--- src/rtl/prog_instr_mem.sv ---
`default_nettype none
// prog_instr_mem: instruction memory with power-up NOP sweep, streaming program load and registered fetch.
// Optional macro IMEM_PARITY_EN adds per-word even parity, a third fetch_fault bit and the parity_flip input.
module prog_instr_mem #(
    parameter int              XLEN     = 32,
    parameter int              DEPTH    = 64,
    parameter int              ADDR_W   = 32,
    parameter logic [XLEN-1:0] NOP_WORD = 32'h00000013
) (
    input  logic              clk,
    input  logic              reset,
    input  logic              fetch_req,
    input  logic [ADDR_W-1:0] fetch_addr,
    output logic              fetch_valid,
    output logic [XLEN-1:0]   fetch_instr,
`ifdef IMEM_PARITY_EN
    output logic [2:0]        fetch_fault,
    input  logic              parity_flip,
`else
    output logic [1:0]        fetch_fault,
`endif
    output logic              busy,
    input  logic              load_start,
    input  logic [ADDR_W-1:0] load_base,
    input  logic              load_valid,
    input  logic [XLEN-1:0]   load_data,
    input  logic              load_last,
    output logic              load_ready,
    output logic              load_done,
    output logic              load_err
);

    localparam int IW = $clog2(DEPTH);
`ifdef IMEM_PARITY_EN
    localparam int FW = 3;
`else
    localparam int FW = 2;
`endif
    localparam logic [ADDR_W-1:0] LIMIT = ADDR_W'(DEPTH * 4);

    localparam logic [1:0] S_CLEAR = 2'd0;
    localparam logic [1:0] S_IDLE  = 2'd1;
    localparam logic [1:0] S_LOAD  = 2'd2;

    logic [1:0]      state_q, state_d;
    logic [IW-1:0]   ptr_q, ptr_d;
    logic            full_q, full_d;
    logic            load_err_q, load_err_d;
    logic            load_done_q, load_done_d;
    logic            fetch_valid_q, fetch_valid_d;
    logic [XLEN-1:0] fetch_instr_q, fetch_instr_d;
    logic [FW-1:0]   fetch_fault_q, fetch_fault_d;

    logic [XLEN-1:0] mem_q [DEPTH];
`ifdef IMEM_PARITY_EN
    logic [DEPTH-1:0] par_q;
    logic             w_wpar;
    logic             w_par_bad;
`endif

    logic            w_we;
    logic [IW-1:0]   w_waddr;
    logic [XLEN-1:0] w_wdata;
    logic [IW-1:0]   w_fetch_idx;
    logic            w_fetch_mis, w_fetch_oor, w_fetch_go;
    logic            w_base_mis, w_base_oor;

    assign w_fetch_idx = fetch_addr[IW+1:2];
    assign w_fetch_mis = |fetch_addr[1:0];
    assign w_fetch_oor = (fetch_addr >= LIMIT);
    assign w_base_mis  = |load_base[1:0];
    assign w_base_oor  = (load_base >= LIMIT);
    // load_start wins over a same-cycle fetch
    assign w_fetch_go  = (state_q == S_IDLE) && fetch_req && !load_start;
`ifdef IMEM_PARITY_EN
    assign w_par_bad   = (^mem_q[w_fetch_idx]) != par_q[w_fetch_idx];
`endif

    always_ff @(posedge clk or posedge reset) begin
        if (reset) begin
            state_q <= S_CLEAR;
        end else begin
            state_q <= state_d;
        end
    end

    always_comb begin
        state_d = state_q;
        case (state_q)
            S_CLEAR: if (ptr_q == IW'(DEPTH - 1)) state_d = S_IDLE;
            S_IDLE:  if (load_start) state_d = S_LOAD;
            S_LOAD:  if (load_valid && load_last) state_d = S_IDLE;
            default: state_d = S_CLEAR;
        endcase
    end

    always_comb begin
        busy       = (state_q != S_IDLE);
        load_ready = (state_q == S_LOAD);
    end

    always_comb begin
        ptr_d         = ptr_q;
        full_d        = full_q;
        load_err_d    = load_err_q;
        load_done_d   = 1'b0;
        fetch_valid_d = w_fetch_go;
        fetch_instr_d = fetch_instr_q;
        fetch_fault_d = fetch_fault_q;
        w_we          = 1'b0;
        w_waddr       = ptr_q;
        w_wdata       = NOP_WORD;
`ifdef IMEM_PARITY_EN
        w_wpar        = ^NOP_WORD;
`endif
        case (state_q)
            S_CLEAR: begin
                w_we  = 1'b1;
                ptr_d = ptr_q + 1'b1;
            end
            S_IDLE: begin
                if (load_start) begin
                    ptr_d      = load_base[IW+1:2];
                    full_d     = 1'b0;
                    load_err_d = w_base_mis | w_base_oor;
                end
            end
            S_LOAD: begin
                if (load_valid) begin
                    // once the last word slot is written, further words are dropped, not wrapped
                    if (full_q) begin
                        load_err_d = 1'b1;
                    end else begin
                        w_we    = 1'b1;
                        w_wdata = load_data;
`ifdef IMEM_PARITY_EN
                        w_wpar  = (^load_data) ^ parity_flip;
`endif
                        ptr_d   = ptr_q + 1'b1;
                        if (ptr_q == IW'(DEPTH - 1)) full_d = 1'b1;
                    end
                    if (load_last) load_done_d = 1'b1;
                end
            end
            default: ;
        endcase
        if (w_fetch_go) begin
`ifdef IMEM_PARITY_EN
            fetch_fault_d = {w_par_bad, w_fetch_oor, w_fetch_mis};
`else
            fetch_fault_d = {w_fetch_oor, w_fetch_mis};
`endif
            fetch_instr_d = (|fetch_fault_d) ? NOP_WORD : mem_q[w_fetch_idx];
        end
    end

    always_ff @(posedge clk or posedge reset) begin
        if (reset) begin
            ptr_q         <= '0;
            full_q        <= 1'b0;
            load_err_q    <= 1'b0;
            load_done_q   <= 1'b0;
            fetch_valid_q <= 1'b0;
            fetch_instr_q <= '0;
            fetch_fault_q <= '0;
        end else begin
            ptr_q         <= ptr_d;
            full_q        <= full_d;
            load_err_q    <= load_err_d;
            load_done_q   <= load_done_d;
            fetch_valid_q <= fetch_valid_d;
            fetch_instr_q <= fetch_instr_d;
            fetch_fault_q <= fetch_fault_d;
        end
    end

    // storage is not reset; the CLEAR sweep initialises it
    always_ff @(posedge clk) begin
        if (w_we) begin
            mem_q[w_waddr] <= w_wdata;
`ifdef IMEM_PARITY_EN
            par_q[w_waddr] <= w_wpar;
`endif
        end
    end

    assign fetch_valid = fetch_valid_q;
    assign fetch_instr = fetch_instr_q;
    assign fetch_fault = fetch_fault_q;
    assign load_done   = load_done_q;
    assign load_err    = load_err_q;

endmodule
`default_nettype wire

--- config.mk ---
export PLATFORM = sky130hd
export DESIGN_NAME = prog_instr_mem
export DESIGN_NICKNAME = d
export VERILOG_FILES = /design/src/rtl/prog_instr_mem.sv
export SDC_FILE = /design/constraint.sdc
export NUM_CORES = 2
export LEC_CHECK = 0
export BUFFER_PORTS_ARGS = -buffer_cell sky130_fd_sc_hd__buf_2
export CAP_MARGIN = 10
export CORE_MARGIN = 2
export CORE_UTILIZATION = 41
export CTS_CLUSTER_SIZE = 25
export DETAILED_ROUTE_END_ITERATION = 16
export GPL_ROUTABILITY_DRIVEN = 0
export PLACE_DENSITY = 0.64
export SLEW_MARGIN = 20
export SYNTH_ARGS = -nofsm -noshare
export SYNTH_HDL_FRONTEND = slang
export SYNTH_SLANG_ARGS = --single-unit
--- constraint.sdc ---
create_clock -name clk -period 4.6 [get_ports clk]
set_clock_uncertainty 0.1 [all_clocks]
set_input_delay 0.46 -clock clk [delete_from_list [all_inputs] [get_ports clk]]
set_output_delay 0.46 -clock clk [all_outputs]
set_load 0.02 [all_outputs]
==> flow_summary.yaml <==
outcome:
  outcome: "finished, final reports clean"
logic_synthesis:
  synth_edf_count: 2048
  synth_top_cell_area_share_pct: 75.3
  netlist_top_cells_area: "edfxtp_1 75%, mux4_2 10%, mux2i_1 2.9%, mux4_1 2.1%, dfrtp_1 1.4%"
  yosysSeqAreaShare_pct: 76.7
  synth_fp_nets: 3929
  synth_cell_types: 77
  async_reset_ff_share_pct: 2.20
  synthDominantAreaCellType: "edfxtp_1"
  ys_seq_elements: 2094
  synth_compound_area_share_pct: 3.47
  synth_adder_area_share_pct: 0.0153
  ys.flop_type: "edfxtp_1"
  synth_top_family_by_area: "multiplexers"
  synth_warnings: 0
  synth.avg_cell_area_sq_um: 21.4
  yosys.cell_count.top_type: "edfxtp_1"
  synth_mux_area_share_pct: 15.2
  netlist_area_sq_um: 81700
  ys_top_cells_by_count: "2048 x edfxtp_1, 366 x mux4_2, 233 x mux2i_1"
  synthesis.instances: 3826
  synth-simple-area-share_pct: 2.60
  synth-xor-area-share_pct: 0
setup_path:
  crit_path_top_delay_cell: "a311oi_1"
  ff2ff_path_depth: 6
  cp-startpoint: "state_q[1]"
  cp_max_fo: 14
  criticalPathCategory: "flip-flop to flip-flop"
  arrival_ps: 4240
  setup.worst_path.end_class: "flip-flop"
  reg2reg_from: "state_q[1]"
  ff2ff_setup_slack_ps: 1020
  required_ps: 5260
  cp_cell_sequence: "nand4bb_4 > or3_4 > or3_1 > a311oi_1 > a21oi_1 > nor2_1"
  cpPeakStageDelay_ps: 780
  r2r_end: "fetch_instr[9]"
  start_kind: "flip-flop"
global_route:
  grt_pass1_vias: 41852
  grt_use_total_pct: 23.5
  grt_pass1_wl_um: 334000
  antenna_found_initial: 12
  grt_max_degree: 88
  gr-total-overflow: 0
clock_tree:
  cts_buffers: 203
  cts_tree: "yes"
  htree_num_levels: 4
  root_buffer: "clkbuf_16"
  cts_sinks: 2094
  cts.path.max_buffers: 3
  cts_resized: 0
  post_cts_buffers: 0
  clk_pin_slew_ps: 60
  clock_latency_ps: 840
run:
  maxCapViolCount: 0
power:
  powerDensity_nw_per_um2: 407
  p_leak_uw: 0.0252
  ir_worst_vdd_v: 0.000380
placed_design:
  dp_cells: 6642
  io_buffers: 140
  dp.final_hpwl_um: 143000
  placed_cell_area_sq_um: 87200
  dp_slack_ps: 710
floorplanning:
  die_w_um: 450
  rows: 163
  die_area_sq_um: 203000
  die_h_um: 450
  pin_count: 141
  initial_core_util_pct: 41.3
  coreArea_sq_um: 198000
min_path:
  hp-start: "fetch_addr[0]"
  hold_depth: 3
  hold_path.class: "primary input to flip-flop"
  min_to: "fetch_fault[0]"
sta:
  max_freq_mhz: 279
  finalSetupTns_ps: 0
  finalHoldViolCount: 0
  slew_violations: 0
  period_needed_ps: 3580
  holdWs_ps: 68.9
  slew-limit-headroom_pct: 23.7
  setup_viol: 0
  rsz0062_at_grt: "no"
  finalCritPeriodShare_pct: 77.8
  worst_slack_ps: 1020
  worst_slew_pin_slew_ps: 1150
detailed_routing:
  drt-initial-drc-count: 6420
  wire_per_inst_um: 34.3
  drc: 0
  vias_per_cell: 6.10
  vias: 42902
  wl_um: 241000
  ant_nets: 0
  first_pass_iters: 6
layout:
  area_delta_synth_final_pct: 14.9
  layout-drive-gt1-share_pct: 26.6
  final-instance-count-excl-fill: 7034
  final_nets: 4326
  postLayoutCellArea_sq_um: 93900
  fillCellCount: 16038
[flip-flops by register name, summed over array words and instances, names as in the netlist]
name	flops
mem_q	2048
state_q	2
full_q	1
ptr_q	6
load_done	1
load_err	1
fetch_valid	1
fetch_fault	2
fetch_instr	32
[logic make-up (layout without fill, tap and decap cells)]
logic type / count (synthesis) / after routing
AO/OA/AOI/OAI: 397 / 397
adder cells (fa/ha/maj): 1 / 1
buffers and inverters: 222 / 787
flip-flops: 2094 / 2094
multiplexers: 678 / 678
other: 0 / 3
AND/OR/NAND/NOR: 434 / 434
[routing by layer]
metal  GRT usage (%)  routed length (um)
met5               0                  65
met3            4.77               24600
met4            9.08               10100
met1            32.0               91600
met2            37.5              115000
[layout by cell type (no fill, tap or decap), drive strengths merged, types with 16 or more instances in the layout]
cell	count
o21ai	56
buf	391
a21oi	52
nor2	126
bufinv	21
a31oi	23
nand2b	18
clkbuf	252
edfxtp	2048
nor4	21
dfrtp	46
nor2b	27
mux4	430
nand3	35
nor3	19
a22oi	71
a221o	17
mux2i	233
clkinv	90
nand2	109
a211oi	17
dlygate4sd3	16
a221oi	38
and2	39
o22ai	37
[worst max path at each step]
stage                     endpoint  slack, ps  cells past startpoint
finish              fetch_instr[9]       1020                      6
global route        fetch_instr[9]        950                      6
CTS                 fetch_instr[9]       1160                      6
detailed placement  fetch_instr[6]        710                      8
global placement    fetch_instr[6]        680                      8
floorplan             mem_q[30][0]       1300                      6
[final cells by class]
class | instances | area (sq um) | share of cell area, %
tap | 2640 | 3300 | 3.52
clock buffer | 252 | 5310 | 5.65
clock inverter | 121 | 1200 | 1.28
inverter | 7 | 27.5 | 0.0293
timing repair buffer | 407 | 3430 | 3.65
sequential | 2094 | 62700 | 66.7
multi-input combinational | 1510 | 18000 | 19.1
antenna | 3 | 7.51 | 0.00799
[report_power, final]
group	leakage (uW)	switching, uW	internal [uW]
clock	0.00318	7110	9360
combinational	0.00715	749	411
sequential	0.0149	0	20600
total	0.0252	7860	30400
[timing repair]
item	in CTS	in global routing
hold buffers	16	0
setup endpoints to repair	0	0
hold endpoints to repair	27	0
[stage by stage]
stage	utilization, %	power [uW]
floorplan	-	21700
global placement	44.1	22200
detailed placement	44.1	22200
CTS	47.5	38400
global route	47.5	39100
finish	47.5	38200
[worst max-delay path: cells and delay by family (launching register included)]
family / cells / cell delay, ps
DFF: 1 / 470
and+or+nand+nor: 4 / 2030
AOI/OAI and AO/OA: 2 / 870
(Power assumes the default switching activity.)
